===== src/rtl/mem_pkg.sv =====
// mem_pkg: shared types for the data-memory access controller.
// Refill FSM states, write-buffer entry layout and byte-mask width.
package mem_pkg;

  localparam int MEM_W  = 32;
  localparam int MASK_W = 4;

  typedef enum logic [1:0] {
    IDLE,
    DRAIN,
    READ,
    FILL
  } mem_state_t;

  typedef struct packed {
    logic [MEM_W-1:0]  addr;
    logic [MEM_W-1:0]  data;
    logic [MASK_W-1:0] mask;
  } wbuf_entry_t;

endpackage


===== src/rtl/mem_access_ctrl_if.sv =====
// mem_access_ctrl_if: M-stage request, RAM port and status bundle.
// slave = controller side, master = pipeline/memory side.
interface mem_access_ctrl_if
  import mem_pkg::*;
#(
  parameter int WIDTH      = 32,
  parameter int WBUF_DEPTH = 4
);

  localparam int CNT_W = $clog2(WBUF_DEPTH) + 1;

  logic              ld_req;
  logic              st_req;
  logic [WIDTH-1:0]  addr;
  logic [WIDTH-1:0]  st_data;
  logic [MASK_W-1:0] st_mask;
  logic              cache_hit;
  logic [WIDTH-1:0]  ram_rdata;
  logic              ram_wready;
  logic              stall;
  logic              cache_fill;
  logic [WIDTH-1:0]  fill_data;
  logic              ram_re;
  logic              ram_we;
  logic [WIDTH-1:0]  ram_addr;
  logic [WIDTH-1:0]  ram_wdata;
  logic [MASK_W-1:0] ram_wmask;
  logic [CNT_W-1:0]  wbuf_count;
  logic [31:0]       miss_cnt;
  logic [31:0]       stall_cnt;

  modport slave (
    input  ld_req, st_req, addr, st_data,
    input  st_mask, cache_hit, ram_rdata,
    input  ram_wready,
    output stall, cache_fill, fill_data,
    output ram_re, ram_we, ram_addr,
    output ram_wdata, ram_wmask, wbuf_count,
    output miss_cnt, stall_cnt
  );

  modport master (
    output ld_req, st_req, addr, st_data,
    output st_mask, cache_hit, ram_rdata,
    output ram_wready,
    input  stall, cache_fill, fill_data,
    input  ram_re, ram_we, ram_addr,
    input  ram_wdata, ram_wmask, wbuf_count,
    input  miss_cnt, stall_cnt
  );

endinterface


===== src/rtl/wbuf_fifo.sv =====
// wbuf_fifo: store write buffer, circular FIFO with head-entry output.
// Pointers wrap naturally because DEPTH is a power of two.
module wbuf_fifo
  import mem_pkg::*;
#(
  parameter int DEPTH = 4
) (
  input  logic                   clk,
  input  logic                   rst_n,
  input  logic                   push,
  input  logic                   pop,
  input  wbuf_entry_t            wr_entry,
  output wbuf_entry_t            head,
  output logic                   full,
  output logic                   empty,
  output logic [$clog2(DEPTH):0] count
);

  localparam int PW = $clog2(DEPTH);
  localparam int CW = PW + 1;

  wbuf_entry_t   mem_q [DEPTH];
  logic [PW-1:0] head_q;
  logic [PW-1:0] tail_q;
  logic [CW-1:0] cnt_q;
  logic          do_push;
  logic          do_pop;

  assign full    = (cnt_q == CW'(DEPTH));
  assign empty   = (cnt_q == '0);
  assign do_push = push & ~full;
  assign do_pop  = pop & ~empty;
  assign head    = mem_q[head_q];
  assign count   = cnt_q;

  // Entry storage, written at the tail on push.
  always_ff @(posedge clk or negedge rst_n) begin
    if (!rst_n) begin
      for (int i = 0; i < DEPTH; i++) begin
        mem_q[i] <= '0;
      end
    end else if (do_push) begin
      mem_q[tail_q] <= wr_entry;
    end
  end

  // Head/tail pointers and occupancy.
  always_ff @(posedge clk or negedge rst_n) begin
    if (!rst_n) begin
      head_q <= '0;
      tail_q <= '0;
      cnt_q  <= '0;
    end else begin
      if (do_push) tail_q <= tail_q + 1'b1;
      if (do_pop)  head_q <= head_q + 1'b1;
      unique case ({do_push, do_pop})
        2'b10:   cnt_q <= cnt_q + 1'b1;
        2'b01:   cnt_q <= cnt_q - 1'b1;
        default: cnt_q <= cnt_q;
      endcase
    end
  end

endmodule


===== src/rtl/mem_access_ctrl.sv =====
// mem_access_ctrl: load-miss refill sequencer and store write buffer.
// Optional perf counters: define MEM_ACCESS_CTRL_PERF_EN.
module mem_access_ctrl
  import mem_pkg::*;
#(
  parameter int WIDTH       = 32,
  parameter int RAM_LATENCY = 3,
  parameter int WBUF_DEPTH  = 4
) (
  input logic               clk,
  input logic               rst_n,
  mem_access_ctrl_if.slave  bus
);

  localparam int CW = $clog2(WBUF_DEPTH) + 1;
  localparam int LW =
    (RAM_LATENCY > 1) ? $clog2(RAM_LATENCY) : 1;
  localparam logic [LW-1:0] LAT_M1 =
    LW'(RAM_LATENCY - 1);

  mem_state_t       state_q;
  mem_state_t       state_d;
  logic [LW-1:0]    lat_q;
  logic [WIDTH-1:0] fill_q;
  logic [WIDTH-1:0] word_addr;
  logic             miss;
  logic             drain_ok;
  logic             push;
  logic             pop;
  logic             full;
  logic             empty;
  logic             rd_first;
  logic             rd_done;
  logic             stall_w;
  wbuf_entry_t      wr_entry;
  wbuf_entry_t      head;
  logic [CW-1:0]    count;

  assign word_addr = bus.addr & ~WIDTH'(3);
  assign miss      = bus.ld_req & ~bus.cache_hit;
  assign drain_ok  = (state_q == IDLE) |
                     (state_q == DRAIN);
  assign pop       = drain_ok & ~empty &
                     bus.ram_wready;
  assign push      = (state_q == IDLE) &
                     bus.st_req & ~full;
  assign rd_first  = (state_q == READ) &
                     (lat_q == LAT_M1);
  assign rd_done   = (state_q == READ) &
                     (lat_q == '0);

  assign wr_entry.addr = MEM_W'(word_addr);
  assign wr_entry.data = MEM_W'(bus.st_data);
  assign wr_entry.mask = bus.st_mask;

  wbuf_fifo #(
    .DEPTH(WBUF_DEPTH)
  ) u_wbuf (
    .clk      (clk),
    .rst_n    (rst_n),
    .push     (push),
    .pop      (pop),
    .wr_entry (wr_entry),
    .head     (head),
    .full     (full),
    .empty    (empty),
    .count    (count)
  );

  // State register.
  always_ff @(posedge clk or negedge rst_n) begin
    if (!rst_n) state_q <= IDLE;
    else        state_q <= state_d;
  end

  // Next state: drain buffered stores before a refill read.
  always_comb begin
    state_d = state_q;
    unique case (state_q)
      IDLE:    if (miss)
                 state_d = empty ? READ : DRAIN;
      DRAIN:   if (empty) state_d = READ;
      READ:    if (lat_q == '0) state_d = FILL;
      FILL:    state_d = IDLE;
      default: state_d = IDLE;
    endcase
  end

  // Latency down-counter, loaded on entry to READ.
  always_ff @(posedge clk or negedge rst_n) begin
    if (!rst_n) begin
      lat_q <= '0;
    end else if (state_d == READ &&
                 state_q != READ) begin
      lat_q <= LAT_M1;
    end else if (state_q == READ &&
                 lat_q != '0) begin
      lat_q <= lat_q - 1'b1;
    end
  end

  // Refill word capture on the last READ cycle.
  always_ff @(posedge clk or negedge rst_n) begin
    if (!rst_n)       fill_q <= '0;
    else if (rd_done) fill_q <= bus.ram_rdata;
  end

  // A held load must not see stall while reset is low.
  assign stall_w = rst_n & ((state_q != IDLE) | miss |
                   (bus.st_req & full));

  assign bus.stall      = stall_w;
  assign bus.cache_fill = (state_q == FILL);
  assign bus.fill_data  = fill_q;
  assign bus.ram_re     = rd_first;
  assign bus.ram_we     = pop;
  assign bus.ram_addr   =
    rd_first ? word_addr :
    pop      ? WIDTH'(head.addr) : '0;
  assign bus.ram_wdata  =
    pop ? WIDTH'(head.data) : '0;
  assign bus.ram_wmask  =
    pop ? head.mask : '0;
  assign bus.wbuf_count = count;

`ifdef MEM_ACCESS_CTRL_PERF_EN
  logic [31:0] miss_q;
  logic [31:0] stall_q;

  // Saturating miss and stall-cycle counters.
  always_ff @(posedge clk or negedge rst_n) begin
    if (!rst_n) begin
      miss_q  <= '0;
      stall_q <= '0;
    end else begin
      if (state_q == IDLE && state_d != IDLE &&
          miss_q != '1)
        miss_q <= miss_q + 32'd1;
      if (stall_w && stall_q != '1)
        stall_q <= stall_q + 32'd1;
    end
  end

  assign bus.miss_cnt  = miss_q;
  assign bus.stall_cnt = stall_q;
`else
  assign bus.miss_cnt  = '0;
  assign bus.stall_cnt = '0;
`endif

endmodule


===== src/flat_wrapper.sv =====
// flat-port wrapper written by rule: the top's interface ports become plain ports
module mem_access_ctrl_flat import mem_pkg::*;
#(
  parameter int WIDTH       = 32,
  parameter int RAM_LATENCY = 3,
  parameter int WBUF_DEPTH  = 4
)
  (clk, rst_n, bus_ld_req, bus_st_req, bus_addr, bus_st_data, bus_st_mask, bus_cache_hit, bus_ram_rdata, bus_ram_wready, bus_stall, bus_cache_fill, bus_fill_data, bus_ram_re, bus_ram_we, bus_ram_addr, bus_ram_wdata, bus_ram_wmask, bus_wbuf_count, bus_miss_cnt, bus_stall_cnt);
  mem_access_ctrl_if #(.WIDTH(WIDTH), .WBUF_DEPTH(WBUF_DEPTH)) bus_i ();
  input logic clk;
  input logic rst_n;
  input wire logic [$bits(bus_i.ld_req)-1:0] bus_ld_req;
  input wire logic [$bits(bus_i.st_req)-1:0] bus_st_req;
  input wire logic [$bits(bus_i.addr)-1:0] bus_addr;
  input wire logic [$bits(bus_i.st_data)-1:0] bus_st_data;
  input wire logic [$bits(bus_i.st_mask)-1:0] bus_st_mask;
  input wire logic [$bits(bus_i.cache_hit)-1:0] bus_cache_hit;
  input wire logic [$bits(bus_i.ram_rdata)-1:0] bus_ram_rdata;
  input wire logic [$bits(bus_i.ram_wready)-1:0] bus_ram_wready;
  output wire logic [$bits(bus_i.stall)-1:0] bus_stall;
  output wire logic [$bits(bus_i.cache_fill)-1:0] bus_cache_fill;
  output wire logic [$bits(bus_i.fill_data)-1:0] bus_fill_data;
  output wire logic [$bits(bus_i.ram_re)-1:0] bus_ram_re;
  output wire logic [$bits(bus_i.ram_we)-1:0] bus_ram_we;
  output wire logic [$bits(bus_i.ram_addr)-1:0] bus_ram_addr;
  output wire logic [$bits(bus_i.ram_wdata)-1:0] bus_ram_wdata;
  output wire logic [$bits(bus_i.ram_wmask)-1:0] bus_ram_wmask;
  output wire logic [$bits(bus_i.wbuf_count)-1:0] bus_wbuf_count;
  output wire logic [$bits(bus_i.miss_cnt)-1:0] bus_miss_cnt;
  output wire logic [$bits(bus_i.stall_cnt)-1:0] bus_stall_cnt;
  assign bus_i.ld_req = bus_ld_req;
  assign bus_i.st_req = bus_st_req;
  assign bus_i.addr = bus_addr;
  assign bus_i.st_data = bus_st_data;
  assign bus_i.st_mask = bus_st_mask;
  assign bus_i.cache_hit = bus_cache_hit;
  assign bus_i.ram_rdata = bus_ram_rdata;
  assign bus_i.ram_wready = bus_ram_wready;
  assign bus_stall = bus_i.stall;
  assign bus_cache_fill = bus_i.cache_fill;
  assign bus_fill_data = bus_i.fill_data;
  assign bus_ram_re = bus_i.ram_re;
  assign bus_ram_we = bus_i.ram_we;
  assign bus_ram_addr = bus_i.ram_addr;
  assign bus_ram_wdata = bus_i.ram_wdata;
  assign bus_ram_wmask = bus_i.ram_wmask;
  assign bus_wbuf_count = bus_i.wbuf_count;
  assign bus_miss_cnt = bus_i.miss_cnt;
  assign bus_stall_cnt = bus_i.stall_cnt;
  mem_access_ctrl #(.WIDTH(WIDTH), .RAM_LATENCY(RAM_LATENCY), .WBUF_DEPTH(WBUF_DEPTH)) u_core (.clk(clk), .rst_n(rst_n), .bus(bus_i));
endmodule

===== config.mk =====
export PLATFORM = sky130hd
export DESIGN_NAME = mem_access_ctrl_flat
export DESIGN_NICKNAME = d
export VERILOG_FILES = /design/src/rtl/mem_pkg.sv /design/src/rtl/mem_access_ctrl_if.sv /design/src/rtl/wbuf_fifo.sv /design/src/rtl/mem_access_ctrl.sv /design/src/flat_wrapper.sv
export SDC_FILE = /design/constraint.sdc
export NUM_CORES = 1
export LEC_CHECK = 0
export ABC_AREA = 1
export ABC_CLOCK_PERIOD_IN_PS = 1950
export CORE_MARGIN = 8
export CORE_UTILIZATION = 49
export CTS_CLUSTER_SIZE = 12
export DETAILED_ROUTE_END_ITERATION = 10
export PLACE_DENSITY = 0.78
export SKIP_CTS_REPAIR_TIMING = 1
export SLEW_MARGIN = 0
export SYNTH_ARGS = -nofsm -noshare
export SYNTH_HDL_FRONTEND = slang
export SYNTH_SLANG_ARGS = --single-unit
export TNS_END_PERCENT = 50

===== constraint.sdc =====
create_clock -name clk -period 1.95 [get_ports clk]
set_input_delay 0.195 -clock clk [delete_from_list [all_inputs] [get_ports clk]]
set_output_delay 0.195 -clock clk [all_outputs]
set_load 0.005 [all_outputs]

==> results.txt, run 1 <==
run status: finished, violations left
failing checks: negative setup slack
root buffer cell: clkbuf_16
clk slew on worst S/H paths: 60 ps
first-pass GRT wire length: 78600 um
Congestion Overflow GR: 0
XOR/XNOR Fraction of Synth Area: 0.00163
Die W: 197 um
Max FO, Critical Path: 6
Syn-to-layout area delta: 31.2%
Max Cap Viol: 0
CTS Buf Count: 36
adder-cell share of the synthesized area: 0.00668
Comb power frac: 0.516
Vias/cell: 5.68
Placer Congestion: 0.812
Skew-Pair Late Insertion Delay: 510 ps
HPWL Detailed: 30700 um
crit path buf inv count: 4
antenna violations before repair: 4
largest family of logic cells by synthesized area: simple AND/OR/NAND/NOR gates
port bufs: 208
Yosys cell types: 25
IO Count: 277
total track usage: 0.245
commonest non-fill, non-tap cells in the layout: 960 x nand2_1, 304 x dfrtp_1, 264 x nand4_1
CTS tree: yes
Worst EP required: 1750 ps
die height: 197 um
sw power: 15.3 mW
CTS Buffer Depth: 3
Data arrival, critical path: 2010 ps
Hold Path Stages: 3
crit end category: output pin
row count: 66
Synth Cell Area: 16100 um2
switch share: 0.428
clock share of power: 0.179
P_int: 20.5 mW
FF-to-FF path depth: 10
drt pass-1 iters: 8
register share of total power: 0.305
share of layout cells above drive strength 1: 0.168
critical path depth: 8
compound-cell area share of the yosys netlist: 0.0142
Finished Cell Area: 21100 um2
# nets final: 2462
Tcrit/Tclk final: 1.13
core area: 32500 um2
Finish-stage setup viols: 66
P per Cell Area: 1690 nW/um2
worst setup margin: -253 ps
reg-to-reg slack, setup: 50 ps
Max transition margin: 0.337
Ys Warns: 0
post-synthesis simple-gate area fraction: 0.396
final critical-path required period: 2200 ps
vias in the first global route: 15.1k
antenna-violating nets left: 0
met3 Use GR: 0.0680
GR Util met1: 0.303
Final Hold Viols: 0
Worst Skew: 15.7 ps
Leak: 11.1 nW
drt wl/cell: 19.1 um
achievable frequency: 454 MHz
CP max stage delay: 550 ps
Worst Setup Start Kind: flip-flop
full die area: 38900 um2
Routed WL: 53700 um
critical path, cell by cell: buf_12, buf_6, buf_6, nand2_1, nand3_1, nand3_1, nand2_1, dlymetal6s2s_1
fin util: 0.651
clock sinks: 307
diode count: 0
Worst-Margin Slew: 995 ps
initial detailed-routing violation count: 1866
synthesized flop and latch total: 307
drt drc: 0
placement-stage cell area: 18700 um2
largest net degree at the start of global routing: 167
critical path class: reg -> out
slowest CP cell: dfrtp_4
M2 GR Usage: 0.403
RSZ-0062 raised after global routing: true
Slew Viols, Final: 0
most common cell after layout, fill and taps aside: nand2_1
Max IR drop VDD: 1.17 mV
H-tree level count: 2
Post-Syn Area per Cell: 7.48 um2
vias after detailed routing: 16.0k
Initial Util: 0.496
kind of cell adding the most delay to the critical path: buffers and inverters
post-synthesis mux area share: 0
sequential area share after synthesis: 0.477
Min-Delay Path Class: in -> reg
layer with the highest usage: met2
cells after synthesis: 2153
==> through the flow <==
step | power (mW) | TNS (ps) | hold WS, ps | setup WS, ps | cells
2_1_floorplan | 19.7 | 0 | -101 | 4.25 | 2218
3_3_place_gp | 25.8 | -6650 | 281 | -136 | 2696
3_5_place_dp | 26.3 | -8720 | 286 | -213 | 2696
4_1_cts | 32.8 | -38960 | -249 | -641 | 2758
5_1_grt | 38.0 | -16970 | 251 | -336 | 2814
6_report | 35.8 | -12060 | 245 | -253 | 2814
==> cell type report <==
type / instances / area (um2)
clock buffer: 52 / 1030
clock inverter: 10 / 81.3
fill: 2592 / 11300
inverter: 93 / 369
multi-input combinational: 1575 / 7660
sequential: 307 / 7690
tap: 442 / 553
timing repair buffer: 334 / 3740
timing repair inverter: 1 / 8.76
==> worst reg2reg max path: stages (launching register included) <==
cell and delay (ps):
dfrtp_2 440, nor2_4 160, buf_6 130, nand2_8 50, nand2_1 90, ha_2 180, inv_1 60, fa_1 370
nand2_1 80, nand3b_1 90, xor2_1 150
==> metal layers <==
layer	up-vias	routed length [um]
li1	7284	-
met1	7648	20700
met2	891	25200
met3	159	5810
met4	8	1930
met5	-	48
==> state kept, by name, indices dropped and copies added (netlist names) <==
name / cells
u_core.state_q: 2
u_core.bus.fill_data: 32
u_core.u_wbuf.mem_q: 264
u_core.u_wbuf.head_q: 2
u_core.lat_q: 2
u_core.u_wbuf.tail_q: 2
u_core.u_wbuf.count: 3
==> kinds of logic (layout without fill, tap and decap cells) <==
logic type,count (synthesis),count (layout)
AOI/OAI and AO/OA,43,43
other,1,66
buffers and inverters,336,490
xor gates and xnor gates,3,3
DFF,307,307
adders and majority gates,8,8
and+or+nand+nor,1455,1455
==> power by group through the flow <==
stage	combinational, mW	sequential (mW)	clock (mW)
2_1_floorplan	9.21	10.5	0
3_3_place_gp	15.1	10.7	0
3_5_place_dp	15.5	10.8	0
4_1_cts	15.6	10.7	6.51
5_1_grt	20.1	11.2	6.77
6_report	18.5	10.9	6.42
==> cells in the mapped netlist <==
cell type  number  area [um2]
buf_1           8        30.0
nand4_1       264        1650
a21boi_0        1        7.51
nand3_1       168         841
xnor2_1         1        8.76
ha_1            7        87.6
a21oi_1        38         190
nand3b_1        1        7.51
buf_2          83         415
nand2_4         1        11.3
o21ai_0         3        15.0
dfrtp_1       307        7680
clkbuf_1       70         263
inv_1          89         334
buf_4          82         616
nor2_1          2        7.51
nor2_4          2        22.5
xor2_1          2        17.5
nor2_8          1        20.0
inv_2           4        15.0
a21oi_4         1        16.3
nand2_1      1015        3810
fa_1            1        20.0
conb_1          1        3.75
nand2_2         1        6.26
==> path summary, 6_finish.rpt <==
| path | from | endpoint |
|---|---|---|
| worst min-delay path | bus_ram_rdata[1] | u_core.bus.fill_data[1] |
| worst max-delay path | u_core.u_wbuf.head_q[0] | bus_ram_addr[17] |
| worst max register to register | u_core.u_wbuf.count[1] | u_core.u_wbuf.count[2] |
| worst min register to register | u_core.u_wbuf.mem_q[227] | u_core.u_wbuf.mem_q[227] |
| min in group asynchronous | rst_n | u_core.bus.fill_data[2] |
| max in group asynchronous | rst_n | u_core.u_wbuf.head_q[0] |
Power figures use the tool's default switching activity.
==> run 2, diff against run 1 <==
--- a/config.mk
+++ b/config.mk
@@ -11,10 +11,11 @@
 export CORE_UTILIZATION = 49
 export CTS_CLUSTER_SIZE = 12
 export DETAILED_ROUTE_END_ITERATION = 10
+export GPL_TIMING_DRIVEN = 0
 export PLACE_DENSITY = 0.78
 export SKIP_CTS_REPAIR_TIMING = 1
-export SLEW_MARGIN = 0
+export SLEW_MARGIN = 10
 export SYNTH_ARGS = -nofsm -noshare
 export SYNTH_HDL_FRONTEND = slang
 export SYNTH_SLANG_ARGS = --single-unit
-export TNS_END_PERCENT = 50
+export TNS_END_PERCENT = 5
==> run 2 against run 1 <==
The flow finishes with violations (negative hold slack, negative setup slack); sequential power barely moved; clock skew rose by 1.9 ps; flip-flop and latch count did not move; routed wire length rose by 6.6%; critical path depth rose by 1; worst hold slack got worse by 650 ps; maximum frequency fell by 3.8%; power fell by 3.6%; clock power rose by 1%; combinational power fell by 8%; largest power group unchanged.
==> results.txt, run 2 (same netlist as run 1, synthesis figures left out) <==
Finished Cell Area: 20900 um2 (-0.94%)
crit path buf inv count: 6 (+2)
placement-stage cell area: 19000 um2 (+2.1%)
Max transition margin: 0.437 (+0.101)
IO Count: 277 (unchanged)
full die area: 38900 um2 (unchanged)
Data arrival, critical path: 2090 ps (+80 ps)
Worst Setup Start Kind: flip-flop
Reg area: 7680 um2 (about the same)
Max IR drop VDD: 0.924 mV (-21%)
Die W: 197 um (unchanged)
Worst-Margin Slew: 844 ps (-151 ps)
Leak: 11.2 nW (+1.5%)
drt pass-1 iters: 8 (unchanged)
Worst Skew: 17.6 ps (+1.88 ps)
Max Cap Viol: 0 (unchanged)
H-tree level count: 2 (unchanged)
fin util: 0.645 (-0.00613)
Initial Util: 0.496 (unchanged)
CP max stage delay: 390 ps (-160 ps)
drt drc: 0 (unchanged)
crit end category: output pin
CTS Buf Count: 36 (unchanged)
clk slew on worst S/H paths: 60 ps (about the same)
Min-Delay Path Class: in -> async
CTS Buffer Depth: 3 (unchanged)
Vias/cell: 5.67 (-0.23%)
critical path, cell by cell: inv_2, nand2_4, a21oi_4, buf_12, buf_8, inv_8, buf_8, a21oi_1, buf_2
final critical-path required period: 2290 ps (+86.0 ps)
Routed WL: 57200 um (+6.6%)
worst slack at placement: -567 ps (-354 ps)
setup_tns: -21760 ps (-9700 ps)
failing checks: negative hold slack, negative setup slack
P per Cell Area: 1650 nW/um2 (-2.7%)
die height: 197 um (unchanged)
Placer Congestion: 0.921 (+13%)
critical path's most frequent cell: buf_8
antenna-violating nets left: 0 (unchanged)
HPWL Detailed: 38900 um (+27%)
Worst EP required: 1750 ps (about the same)
most common cell after layout, fill and taps aside: nand2_1
Syn-to-layout area delta: 30.0%
placed insts: 2870 (+6.5%)
commonest non-fill, non-tap cells in the layout: 1003 x nand2_1, 305 x dfrtp_1, 264 x nand4_1
row count: 66 (unchanged)
critical path class: reg -> out
Final Hold Viols: 102 (+102)
Hold Slack: -409 ps (-655 ps)
initial detailed-routing violation count: 1868 (+0.11%)
multi-input logic area: 7250 um2 (-5.3%)
# nets final: 2613 (+6.1%)
Tcrit/Tclk final: 1.17 (+0.0441)
Finish-stage setup viols: 108 (+64%)
largest reg by FF count: u_core.u_wbuf.mem_q
share of layout cells above drive strength 1: 0.167 (-0.00106)
RSZ-0062 raised after global routing: true
diode count: 0 (unchanged)
port bufs: 208 (unchanged)
slowest CP cell: dfrtp_1
vias after detailed routing: 16.8k (+5.0%)
run status: finished, violations left
power after layout: 34.5 mW (-3.6%)
total track usage: 0.279 (+0.0332)
antenna violations before repair: 0 (-4)
clock sinks: 307 (unchanged)
largest net degree at the start of global routing: 106 (-37%)
max FFs per register: 264 (unchanged)
Slew Viols, Final: 0 (unchanged)
first-pass GRT wire length: 87300 um (+11%)
achievable frequency: 437 MHz (-3.8%)
Finished Layout Cells: 2961 (+5.2%)
Max FO, Critical Path: 11 (+5)
kind of cell adding the most delay to the critical path: buffers and inverters
Congestion Overflow GR: 0 (unchanged)
core area: 32500 um2 (unchanged)
worst setup margin: -339 ps (-86.0 ps)
drt wl/cell: 19.3 um (+1.3%)
vias in the first global route: 16.0k (+5.7%)
CTS tree: yes
Skew-Pair Late Insertion Delay: 520 ps (about the same)
fillers: 2763 (+6.6%)
root buffer cell: clkbuf_16
==> run 2: changes by cell type in the layout (fill, tap and decap cells not counted), moves of 30 or more <==
| cell | delta |
|---|---|
| buf_2 | +61 |
| buf_4 | +67 |
| clkbuf_1 | +30 |
| nand2_1 | +43 |
| nand2_2 | -34 |
| nand3_1 | +41 |
| nand3_2 | -34 |
==> run 2: power by group <==
part	internal (mW)	switching, mW
Sequential	9.22	1.65
Clock	3.84	2.67
Combinational	6.32	10.8
==> run 2: routing by layer <==
layer	wire length, um	GRT usage
met4	2640	0.127
met1	21700	0.357
met5	0	0
met3	6990	0.0821
met2	25900	0.431
==> run 2: path summary, 6_finish.rpt <==
kind / slack, ps / to / startpoint / cells past startpoint
worst max-delay path: -340 / bus_ram_wdata[12] / u_core.state_q[1] / 9
worst min-delay path: -410 / u_core.bus.fill_data[7] / rst_n / 1
worst max register to register: -270 / u_core.u_wbuf.mem_q[53] / u_core.u_wbuf.tail_q[0] / 5
worst min register to register: 470 / u_core.bus.fill_data[6] / u_core.bus.fill_data[6] / 2
max in group asynchronous: 1280 / u_core.u_wbuf.mem_q[163] / rst_n / 2
min in group clk: 230 / u_core.bus.fill_data[1] / bus_ram_rdata[1] / 3
==> run 2: area by class of cell <==
class                   instances  area share
flip-flops and latches        307       0.367
multi-input cells            1575       0.347
repair buffers                245       0.111
plain buffers                 241      0.0782
clock buffers                  49      0.0497
well taps                     442      0.0264
inverters                      93      0.0176
clock inverters                 9     0.00347
==> RTL change: new RTL, settings of run 1 <==
Build with the macro `MEM_ACCESS_CTRL_PERF_EN` defined.
--- a/src/rtl/mem_access_ctrl.sv
+++ b/src/rtl/mem_access_ctrl.sv
@@ -1,4 +1,6 @@
 // mem_access_ctrl: load-miss refill sequencer and store write buffer.
 // Optional perf counters: define MEM_ACCESS_CTRL_PERF_EN.
+`define MEM_ACCESS_CTRL_PERF_EN
+
 module mem_access_ctrl
   import mem_pkg::*;
Formal check against the unedited RTL: not equivalent (Yosys sat finds a counterexample within 4 cycles, from zero or initial values and one cycle with rst_n low).
==> RTL change against run 1 <==
- synthesized cell count rose by 9.8%
- synthesized area grew 15%
- worst setup slack got worse by 420 ps
- total power up 1.1%
- die area rose by 14%
- sequential cell count grew 64
- final cell count rose by 13%
- wire length is 9.2% higher
- final area grew 14%
- the run still ends with setup timing left
- clock skew grew 12 ps
- critical path type unchanged
==> RTL change: results (changes against run 1) <==
stage	metric	value	unit	change
critical_path	CP peak stage delay	500	ps	-50 ps
place	worst slack at placement	-217.8	ps	-4.683 ps
detailed_routing	First-pass DRT Iterations	6		-2
clock_network	CTS Buf Count	41		+14%
hold_path	Worst Hold Class	input port to asynchronous set/reset pin		
sta	PnR worst setup slack	-673.5	ps	-421.0 ps
run_status	failing checks	setup timing		
sta	final setup fails	66		unchanged
synth	asr flop ratio synth	100.0	%	unchanged
clock_network	Worst-Skew Late Latency	580	ps	+70 ps
detailed_routing	routed wire length	58650	um	+9.2%
sta	worst-margin pin slew	521.2	ps	-473.6 ps
pwr	static leakage	11.39	nW	+2.9%
sta	clock skew	27.36	ps	+11.67 ps
run_status	status	finished with violations		
synth	register area share after synthesis	49.93	%	+2.2 points
detailed_routing	Via Count	17670		+10%
pwr	Max VDD drop	1096	uV	-6.3%
critical_path	worst path arrival time	2430	ps	+420 ps
cells_and_area	layout cells sized above 1	11.57	%	-5.2 points
critical_path	Worst path slowest cell	clkdlybuf4s50_1		
detailed_routing	initial drt markers	1443		-23%
place	Placement Cell Area	22470	um2	+20%
place	Port Buffer Count	272		+31%
synth	top cells by count, synth	nand2_1 (834), o21ai_0 (392), dfrtp_1 (371)		
synth	post-synthesis cell type count	37		+48%
place	placer's final routability congestion estimate	0.9592		+18%
synth	most area-consuming cells after synthesis	dfrtp_1 (50%), nand2_1 (17%), o21ai_0 (11%)		
pwr	Int Pwr	22.19	mW	+8.4%
cells_and_area	final net count	2768		+12%
global_routing	first-pass GRT wire length	91160	um	+16%
sta	Final TNS setup	-26020	ps	-13960 ps
global_routing	Total GRT Usage	25.06	%	+0.52 points
place	hpwl dp	37510	um	+22%
cells_and_area	FILL cells	3042		+17%
critical_path	critical path peak fanout	9		+3
global_routing	largest net degree at the start of global routing	75		-55%
==> RTL change: critical path: cells and delay by family, from the launching register on <==
family,cells,cell delay (ps)
buffers and inverters,3,920
flip-flops,1,480
AO/OA/AOI/OAI,3,470
==> RTL change: path summary, 6_finish.rpt <==
| check | startpoint | end | slack, ps |
|---|---|---|---|
| hold / removal | rst_n | u_core.u_wbuf.mem_q[245] | 220 |
| setup / recovery | u_core.u_wbuf.head_q[0] | bus_ram_addr[3] | -670 |
| hold reg to reg | u_core.u_wbuf.mem_q[127] | u_core.u_wbuf.mem_q[127] | 490 |
| setup reg to reg | u_core.u_wbuf.count[1] | u_core.u_wbuf.count[2] | 110 |
| max in group asynchronous | rst_n | u_core.u_wbuf.mem_q[148] | 950 |
| min in group clk | bus_ram_rdata[15] | u_core.bus.fill_data[15] | 260 |
==> RTL change: cell type report <==
type / instances / area (um2) / share of cell area [%]
sequential: 371 / 9290 / 38.47
multi-input combinational: 1728 / 8324 / 34.47
timing repair buffer: 390 / 4106 / 17.00
clock buffer: 59 / 1194 / 4.942
tap: 511 / 639.4 / 2.647
inverter: 120 / 462.9 / 1.917
clock inverter: 11 / 131.4 / 0.5440
antenna: 1 / 2.502 / 0.01036
==> RTL change: power groups by stage <==
| stage | Sequential (mW) | Clock [mW] | Combinational [mW] |
|---|---|---|---|
| 3_3_place_gp | 12.0 | 0 | 14.8 |
| 4_1_cts | 12.0 | 7.85 | 15.3 |
| 6_report | 12.1 | 7.71 | 16.3 |
| 3_5_place_dp | 12.1 | 0 | 15.2 |
| 2_1_floorplan | 11.8 | 0 | 8.31 |
| 5_1_grt | 12.4 | 8.14 | 17.7 |
==> RTL change: cells by family after synthesis <==
group	after synthesis	synth area share, %
simple gates	1067	22.86
compound gates	582	16.56
flops	371	49.93
buf+inv	266	6.319
xor+xnor	34	1.602
mux	33	1.999
fa+ha+maj	10	0.7133
other cells	1	0.02017
==> RTL change: layer usage <==
metal | global-route usage (%) | up-vias | wire, um
li1 | - | 8230 | -
met1 | 31.74 | 8427 | 23800
met2 | 40.92 | 881 | 27560
met3 | 6.588 | 126 | 5544
met4 | 9.339 | 4 | 1726
met5 | 0 | - | 23
==> RTL change: metrics by stage <==
step           instances  hold slack (ps)  utilization [%]
6_report            3191            218.3            64.42
2_1_floorplan       2365           -100.6                -
3_3_place_gp        3106            240.9            59.93
3_5_place_dp        3106            244.2            59.93
4_1_cts             3176           -376.3            63.46
5_1_grt             3191            242.5            64.42
